## src/rtl/conv_seq_pkg.sv

```systemverilog
// Shared types and constants for the convolution layer sequencer:
// FSM states, descriptor word layout and header field position.
package conv_seq_pkg;

  typedef enum logic [3:0] {
    S_IDLE,
    S_HDR,
    S_FETCH,
    S_PREP,
    S_LAUNCH,
    S_WAIT_HI,
    S_WAIT_LO,
    S_NEXT,
    S_DONE,
    S_ERR
  } seq_state_t;

  localparam int DESC_OFF_IN  = 0;
  localparam int DESC_OFF_OUT = 1;
  localparam int DESC_OFF_W   = 2;

  localparam int HDR_CNT_LSB = 0;
  localparam int HDR_CNT_W   = 4;

  // Per-state cycle counter width; must cover the start timeout
  localparam int STEP_W = 8;

endpackage

```

## src/rtl/conv_layer_sequencer_addr_reloc.sv

```systemverilog
// Combinational base+offset relocation of the engine's three local
// address ports; passes offsets through untouched when disabled.
module addr_reloc #(
  parameter int AW = 12
) (
  input  logic          reloc_en,
  input  logic [AW-1:0] in_base,
  input  logic [AW-1:0] out_base,
  input  logic [AW-1:0] w_base,
  input  logic [AW-1:0] eng_rd,
  input  logic [AW-1:0] eng_wr,
  input  logic [AW-1:0] eng_w,
  output logic [AW-1:0] rd_addr,
  output logic [AW-1:0] wr_addr,
  output logic [AW-1:0] w_addr
);

  assign rd_addr = reloc_en ? (in_base  + eng_rd) : eng_rd;
  assign wr_addr = reloc_en ? (out_base + eng_wr) : eng_wr;
  assign w_addr  = reloc_en ? (w_base   + eng_w)  : eng_w;

endmodule

```

## src/rtl/conv_layer_sequencer.sv

```systemverilog
// Walks a layer descriptor table in weight SRAM, relocating and launching
// the XNOR convolution engine once per layer.
module conv_layer_sequencer
  import conv_seq_pkg::*;
#(
  parameter int            AW            = 12,
  parameter int            DW            = 16,
  parameter logic [AW-1:0] DESC_BASE     = AW'(12'h000),
  parameter int            MAX_LAYERS    = 8,
  parameter int            START_TIMEOUT = 4
) (
  input  logic          clk,
  input  logic          reset_b,
  input  logic          host_start,
  output logic          host_busy,
  output logic          host_done,
  output logic          host_err,
  output logic [3:0]    host_layer,
  output logic          eng_run,
  input  logic          eng_busy,
  input  logic [AW-1:0] eng_sram_read_address,
  input  logic [AW-1:0] eng_sram_write_address,
  input  logic          eng_sram_write_enable,
  input  logic [DW-1:0] eng_sram_write_data,
  input  logic [AW-1:0] eng_wmem_read_address,
  output logic [AW-1:0] sram_read_address,
  output logic [AW-1:0] sram_write_address,
  output logic          sram_write_enable,
  output logic [DW-1:0] sram_write_data,
  output logic [AW-1:0] wmem_read_address,
  input  logic [DW-1:0] wmem_read_data
);

  localparam logic [3:0]        MAX_CNT  = 4'(MAX_LAYERS);
  localparam logic [STEP_W-1:0] TO_LAST  = STEP_W'(START_TIMEOUT - 1);

  seq_state_t        state_q, next_state;
  logic [STEP_W-1:0] step_q;
  logic [3:0]        count_q, layer_q, hdr_count;
  logic [AW-1:0]     in_base_q, out_base_q, w_base_q;
  logic              host_err_q, reloc_en, wr_gate;
  logic [AW-1:0]     layer_ext, fetch_addr, reloc_w_addr;

  assign hdr_count  = wmem_read_data[HDR_CNT_LSB +: HDR_CNT_W];
  assign layer_ext  = AW'(layer_q);
  assign fetch_addr = DESC_BASE + AW'(1) + (layer_ext << 1) + layer_ext + AW'(step_q);

  always_ff @(posedge clk or negedge reset_b) begin
    if (!reset_b) state_q <= S_IDLE;
    else          state_q <= next_state;
  end

  always_comb begin
    next_state = state_q;
    eng_run    = 1'b0;
    host_busy  = 1'b1;
    host_done  = 1'b0;
    reloc_en   = 1'b0;
    wr_gate    = 1'b0;
    case (state_q)
      S_IDLE: begin
        host_busy = 1'b0;
        if (host_start) next_state = S_HDR;
      end
      // Second HDR cycle sees the header word returned by the weight SRAM
      S_HDR: begin
        if (step_q == STEP_W'(1)) begin
          if (hdr_count == 4'd0)         next_state = S_DONE;
          else if (hdr_count > MAX_CNT)  next_state = S_ERR;
          else                           next_state = S_FETCH;
        end
      end
      S_FETCH: begin
        if (step_q == STEP_W'(3)) next_state = S_PREP;
      end
      S_PREP: begin
        reloc_en   = 1'b1;
        next_state = S_LAUNCH;
      end
      S_LAUNCH: begin
        reloc_en   = 1'b1;
        eng_run    = 1'b1;
        next_state = S_WAIT_HI;
      end
      S_WAIT_HI: begin
        reloc_en = 1'b1;
        if (eng_busy)              next_state = S_WAIT_LO;
        else if (step_q == TO_LAST) next_state = S_ERR;
      end
      S_WAIT_LO: begin
        reloc_en = 1'b1;
        wr_gate  = 1'b1;
        if (!eng_busy) next_state = S_NEXT;
      end
      S_NEXT: begin
        if ((layer_q + 4'd1) == count_q) next_state = S_DONE;
        else                             next_state = S_FETCH;
      end
      S_DONE: begin
        host_busy  = 1'b0;
        host_done  = 1'b1;
        next_state = S_IDLE;
      end
      S_ERR: begin
        host_busy  = 1'b0;
        next_state = S_IDLE;
      end
      default: begin
        host_busy  = 1'b0;
        next_state = S_IDLE;
      end
    endcase
  end

  // Descriptor words land one cycle after their address, so FETCH step k+1 captures word k
  always_ff @(posedge clk or negedge reset_b) begin
    if (!reset_b) begin
      step_q     <= '0;
      count_q    <= '0;
      layer_q    <= '0;
      in_base_q  <= '0;
      out_base_q <= '0;
      w_base_q   <= '0;
      host_err_q <= 1'b0;
    end else begin
      step_q <= (next_state != state_q) ? '0 : step_q + 1'b1;
      if (next_state == S_ERR)                host_err_q <= 1'b1;
      else if (state_q == S_IDLE && host_start) host_err_q <= 1'b0;
      case (state_q)
        S_IDLE: if (host_start) layer_q <= '0;
        S_HDR:  if (step_q == STEP_W'(1)) count_q <= hdr_count;
        S_FETCH: begin
          if (step_q == STEP_W'(DESC_OFF_IN + 1))  in_base_q  <= wmem_read_data[AW-1:0];
          if (step_q == STEP_W'(DESC_OFF_OUT + 1)) out_base_q <= wmem_read_data[AW-1:0];
          if (step_q == STEP_W'(DESC_OFF_W + 1))   w_base_q   <= wmem_read_data[AW-1:0];
        end
        S_NEXT: if (next_state == S_FETCH) layer_q <= layer_q + 4'd1;
        default: ;
      endcase
    end
  end

  addr_reloc #(.AW(AW)) u_reloc (
    .reloc_en (reloc_en),
    .in_base  (in_base_q),
    .out_base (out_base_q),
    .w_base   (w_base_q),
    .eng_rd   (eng_sram_read_address),
    .eng_wr   (eng_sram_write_address),
    .eng_w    (eng_wmem_read_address),
    .rd_addr  (sram_read_address),
    .wr_addr  (sram_write_address),
    .w_addr   (reloc_w_addr)
  );

  assign wmem_read_address = (state_q == S_HDR)   ? DESC_BASE  :
                             (state_q == S_FETCH) ? fetch_addr : reloc_w_addr;
  assign sram_write_enable = wr_gate & eng_sram_write_enable;
  assign sram_write_data   = eng_sram_write_data;
  assign host_err          = host_err_q;
  assign host_layer        = layer_q;

endmodule

```

## config.mk

```make
export PLATFORM = sky130hd
export DESIGN_NAME = conv_layer_sequencer
export DESIGN_NICKNAME = d
export VERILOG_FILES = /design/src/rtl/conv_seq_pkg.sv /design/src/rtl/conv_layer_sequencer_addr_reloc.sv /design/src/rtl/conv_layer_sequencer.sv
export SDC_FILE = /design/constraint.sdc
export NUM_CORES = 1
export LEC_CHECK = 0
export CAP_MARGIN = 20
export CORE_MARGIN = 1
export CORE_UTILIZATION = 50
export CTS_CLUSTER_DIAMETER = 80
export CTS_CLUSTER_SIZE = 24
export DETAILED_ROUTE_END_ITERATION = 10
export DONT_BUFFER_PORTS = 1
export SYNTH_ARGS = -nofsm -noshare
export SYNTH_HDL_FRONTEND = slang
export SYNTH_HIERARCHICAL = 1
export SYNTH_SLANG_ARGS = --single-unit
```

## constraint.sdc

```tcl
create_clock -name clk -period 7.2 [get_ports clk]
set_input_delay 0.72 -clock clk [delete_from_list [all_inputs] [get_ports clk]]
set_output_delay 0.72 -clock clk [all_outputs]
set_load 0.01 [all_outputs]
```

Word-level counts from Yosys, hierarchy flattened:

Cells that the tools add are included.

* eq/ne operators: 17
* mux-type cells: 26
* $lt $le $gt $ge: 1
* add/subtract/negate cells: 8
* bitwise logic cells: 1
* reduce and logical (&&, ||, !) cells: 12

Operator list (number)
* 12-bit two-way mux: 5
* 4-bit two-way mux: 11
* 12-bit adder: 3
* 4-bit case mux with 8 select lines: 1
* 4-bit by 3-bit equality test with 1-bit output, second input constant: 4
* 8-bit by 2-bit equality test with 1-bit output, second input constant: 2
* 4-bit by 2-bit equality test with 1-bit output, second input constant: 3
* 7-bit by 8-bit adder with 9-bit output: 1
* 8-bit by 1-bit adder with 8-bit output, second input constant: 1
* 4-bit equality test, second input constant: 2
* 8-bit by 1-bit equality test with 1-bit output, second input constant: 1
* 4-bit zero test: 2
* 8-bit two-way mux: 1
* 4-bit case mux with 2 select lines: 1
* 2-bit AND reduction: 4
* 6-bit by 4-bit adder with 7-bit output: 1
* 1-bit two-way mux: 7
* 7-bit OR reduction: 1
* 1-bit by 5-bit adder with 6-bit output, first input constant: 1
* 4-bit by 1-bit adder with 4-bit output, second input constant: 1
* 4-bit by 1-bit equality test with 1-bit output, second input constant: 1
* 4-bit equality test: 1
* 4-bit > comparator, second input constant: 1
* 2-bit inequality test, second input constant: 2
* 6 further kinds: 7

* word-level logic and storage cells: 73
* register bits: 57
* input port bits: 73

Depth between registers and ports, before layout:

* depth after elaboration: 8
* depth in mapped cells: 12
* gate-level depth less buffers: 12

By module:

Netlist, hierarchy kept.

Modules (own cells, without submodules)
* conv_layer_sequencer: sequential area each 1426.4 um2, cells an instance 285, area each 3133.0 um2, times used 1
* addr_reloc: sequential area each 0.0 um2, cells an instance 256, area each 1911.8 um2, times used 1

Least setup slack after synthesis:

Ideal clock, no wire load.

* path type: register -> output
* from: register layer_q[0], in the netlist host_layer[0]
* to: output wmem_read_address[7]
* setup slack: 3.821 ns
* data arrival time: 2.659 ns
* stages on the path, launching flop included: 11
* buffers on the path: 0
* cells stage by stage: dfrtp_1 fa_1 ha_1 inv_1 fa_1 nor2b_1 o21ai_0 a21boi_0 o21ai_0 xor2_1 a211oi_1

* word-level cells in the longest chain between the ends: 5

RTL lines
* from (decl): RTL line conv_layer_sequencer.sv:39 `logic [3:0] count_q, layer_q, hdr_count;`
* from (signal assigned): RTL line conv_layer_sequencer.sv:137 `S_NEXT: if (next_state == S_FETCH) layer_q <= layer_q + 4'd1;`
* 1-bit by 5-bit adder with 6-bit output: RTL line conv_layer_sequencer.sv:46 `assign fetch_addr = DESC_BASE + AW'(1) + (layer_ext << 1) + layer_ext + AW'(step_q);`
* 6-bit by 4-bit adder with 7-bit output *: RTL line conv_layer_sequencer.sv:46
* 7-bit by 8-bit adder with 9-bit output *: RTL line conv_layer_sequencer.sv:46
* 12-bit two-way mux *: RTL line conv_layer_sequencer.sv:157 `(state_q == S_FETCH) ? fetch_addr : reloc_w_addr;`
* 12-bit two-way mux *: RTL line conv_layer_sequencer.sv:156 `assign wmem_read_address = (state_q == S_HDR) ? DESC_BASE :`
* to (decl): RTL line conv_layer_sequencer.sv:30 `output logic [AW-1:0] wmem_read_address,`

Mark *: on every way between the ends. The rest lies on a longest branch, timed or not.

Final worst setup path:

Ends and elaborated chain as after synthesis.

==> run_results.csv <==
group,metric,value,unit
grt,grt_pass1_vias,3641,
drt,drt-total-wl,11320,um
drt,via_per_inst,5.685,
cells_and_area,fill_cells,929,
cts,hold_buffers,0,
grt,antenna_found_initial,0,
drt,first_pass_iters,5,
critical_path,cp.arrival,3240,ps
sta,drv_slew,0,
synthesis,synth_top_area_share,28.27,%
power_and_ir_drop,power_density,446.4,nW/um^2
cts,cts_resized,0,
critical_path,cp-end-kind,"primary output",
floorplanning,fp-row-count,36,
floorplanning,start_util,51.61,%
synthesis,synth_nets,666,
power_and_ir_drop,p_sw_share,43.98,%
drt,antenna_left,0,
cells_and_area,design_area,5290,sq um
floorplanning,core_region_area,9774,sq um
sta,rsz0062_at_grt,"false",
synthesis,yosysSeqAreaShare,28.27,%
critical_path,setup.worst_path.class,"flip-flop to primary output",
synthesis,async_reset_ff_share,100.0,%
power_and_ir_drop,p_clk_share,14.2,%
floorplanning,num_io_pins,134,
synthesis,synth.largest_area_cell,"dfrtp_1",
grt,grt_overflow_total,0,
cts,clkSinkCount,57,
cts,cts_setup_buffers,0,
synthesis,yosysUniqueCellTypes,61,
synthesis,ys.flop_type,"dfrtp_1",
place,placed_area,5061,sq um
sta,final-setup-viol-count,0,
sta,tns,0,ps
drt,drt_iter0_drc,90,
cells_and_area,n_antenna_cell,0,
cells_and_area,multi_input_area,3341,sq um
floorplanning,die_y,102.4,um
cts,cts_made_buffers,9,
floorplanning,fp.dieW,102.4,um
worst_hold_path,hold_path.class,"input port to async pin",
power_and_ir_drop,seq_power_share,24.7,%
cells_and_area,drive_gt1_share,16.67,%
critical_path,worstPathRequired,6480,ps
power_and_ir_drop,internal_power,1.323,mW
synthesis,synth_edf_count,0,
drt,drc,0,
cts,htree_levels,3,
drt,avgRoutedWirePerCell,17.12,um
critical_path,worstSetupStartpointType,"flip-flop",
power_and_ir_drop,p_switching,1.039,mW
place,dp_slack,3586,ps
place,dp_hpwl,8905,um
cells_and_area,fin_nets,648,
synthesis,ys_ff_latch,57,
floorplanning,die_area,10500,sq um
place,port_buffers,0,
sta,min_period,3958,ps
sta,max_freq,252.7,MHz
synthesis,ys.warnings.count,6,
sta,fin_worst_skew,10.81,ps
sta,worstMarginPinSlew,852.9,ps
power_and_ir_drop,power_frac_comb,61.1,%
cells_and_area,area_growth,4.861,%
synthesis,synth_most_common_cell,"mux2_2",
grt,grt_usage,22.39,%
power_and_ir_drop,p_leak,2.409,nW
cells_and_area,seq_area,1426,sq um
sta,layout_setup_ws,3242,ps
place,gp_congestion,0.8442,
sta,period_share,54.97,%
sta,hold_viol_final,0,
sta,slew_headroom,42.99,%
drt,vias,3758,
critical_path,crit_fanout,7,
cts,clock_latency,330,ps
grt,grt_pass1_wl,17900,um
run,maxCapViolCount,0,
grt,grt_start_max_net_pins,58,
cts,clock-root-buffer,"clkbuf_8",
synthesis,synth_cells,541,
synthesis,syn_area,5045,sq um
synthesis,ys_top_cells_by_area,"dfrtp_1 28%, mux2_2 14%, ha_1 11%",
cts,clkTransAtPathRegs,70,ps
cts,cts_tree,"done",
outcome,status,"complete, no violations",
synthesis,synth.avg_cell_area,9.325,sq um
power_and_ir_drop,irDropWorstVdd,0.1999,mV
synthesis,synth_common_cells,"61 x mux2_2, 57 x dfrtp_1, 45 x ha_1",
cts,clk_path_buf_depth,2,
==> cell type report <==
class / instances / area share, %
inverters: 30 / 2.129
multi-input cells: 423 / 63.15
flip-flops and latches: 57 / 26.96
clock buffers: 11 / 2.862
well taps: 133 / 3.146
repair buffers: 2 / 0.2838
clock inverters: 5 / 1.466
==> layer usage <==
metal	track usage (%)	wire, um
met1	27.47	4938
met2	39.69	5727
met3	5.677	583
met4	4.396	68
met5	0	0
==> logic make-up (layout without fill, tap and decap cells) <==
family                     after synthesis  in the layout  synth area share [%]
buffers and inverters                   61             48                 5.853
adders and majority gates               53             53                 14.14
muxes                                   71             71                 15.60
xor gates and xnor gates                39             39                 7.068
and+or+nand+nor                        149            149                 14.58
DFF                                     57             57                 28.27
AOI/OAI and AO/OA                      111            111                 14.48
==> state kept, by name, indices dropped and copies added (netlist names) <==
name,flops
in_base_q,12
host_layer,4
count_q,4
step_q,8
out_base_q,12
host_err,1
w_base_q,12
state_q,4
==> layout by cell type (no fill, tap or decap), drive strengths merged, types with 13 or more instances in the layout <==
cell type and instances:
nor3 15, dfrtp 57, nand2 38, xor2 16
o21a 13, nor2 41, a21oi 33, ha 45
mux2 61, o21ai 20, inv 30, xnor2 22
==> power groups by stage <==
| stage | clock network (mW) | registers, mW | logic (mW) |
|---|---|---|---|
| after floorplan | 0 | 0.531 | 1.23 |
| after global placement | 0 | 0.586 | 1.42 |
| after detailed placement | 0 | 0.590 | 1.44 |
| after CTS | 0.345 | 0.585 | 1.45 |
| after global routing | 0.363 | 0.605 | 1.60 |
| final | 0.335 | 0.583 | 1.44 |
==> worst max-delay path, stage by stage, from the launching register on <==
cell	delay (ps)
dfrtp_1	540
fa_1	600
ha_1	170
inv_1	60
fa_1	390
nor2b_1	120
o21ai_0	100
a21boi_0	230
o21ai_0	120
xor2_1	170
a211oi_1	410
==> metrics by stage <==
step                      total power, mW  std cells  hold WS [ps]  util [%]
after CTS                           2.382        661         57.83     54.12
after global placement              2.002        645         427.1     51.78
after global routing                2.569        661         47.06     54.12
after floorplan                     1.765        541         424.4         -
final                               2.362        661         85.27     54.12
after detailed placement            2.034        645         426.8     51.78
==> worst paths after layout <==
check	from	endpoint	slack, ps	cells after the start
worst max register to register	state_q[3]$_DFF_PN0_	step_q[0]$_DFF_PN0_	4270	6
worst max-delay path	host_layer[0]$_DFFE_PN0P_	wmem_read_address[7]	3240	10
max in group asynchronous	reset_b	w_base_q[7]$_DFFE_PN0P_	6990	0
min in group clk	in_base_q[8]$_DFFE_PN0P_	in_base_q[8]$_DFFE_PN0P_	510	1
worst min-delay path	reset_b	out_base_q[10]$_DFFE_PN0P_	90	0
worst min register to register	in_base_q[8]$_DFFE_PN0P_	in_base_q[8]$_DFFE_PN0P_	510	1
(Power assumes the default switching activity.)
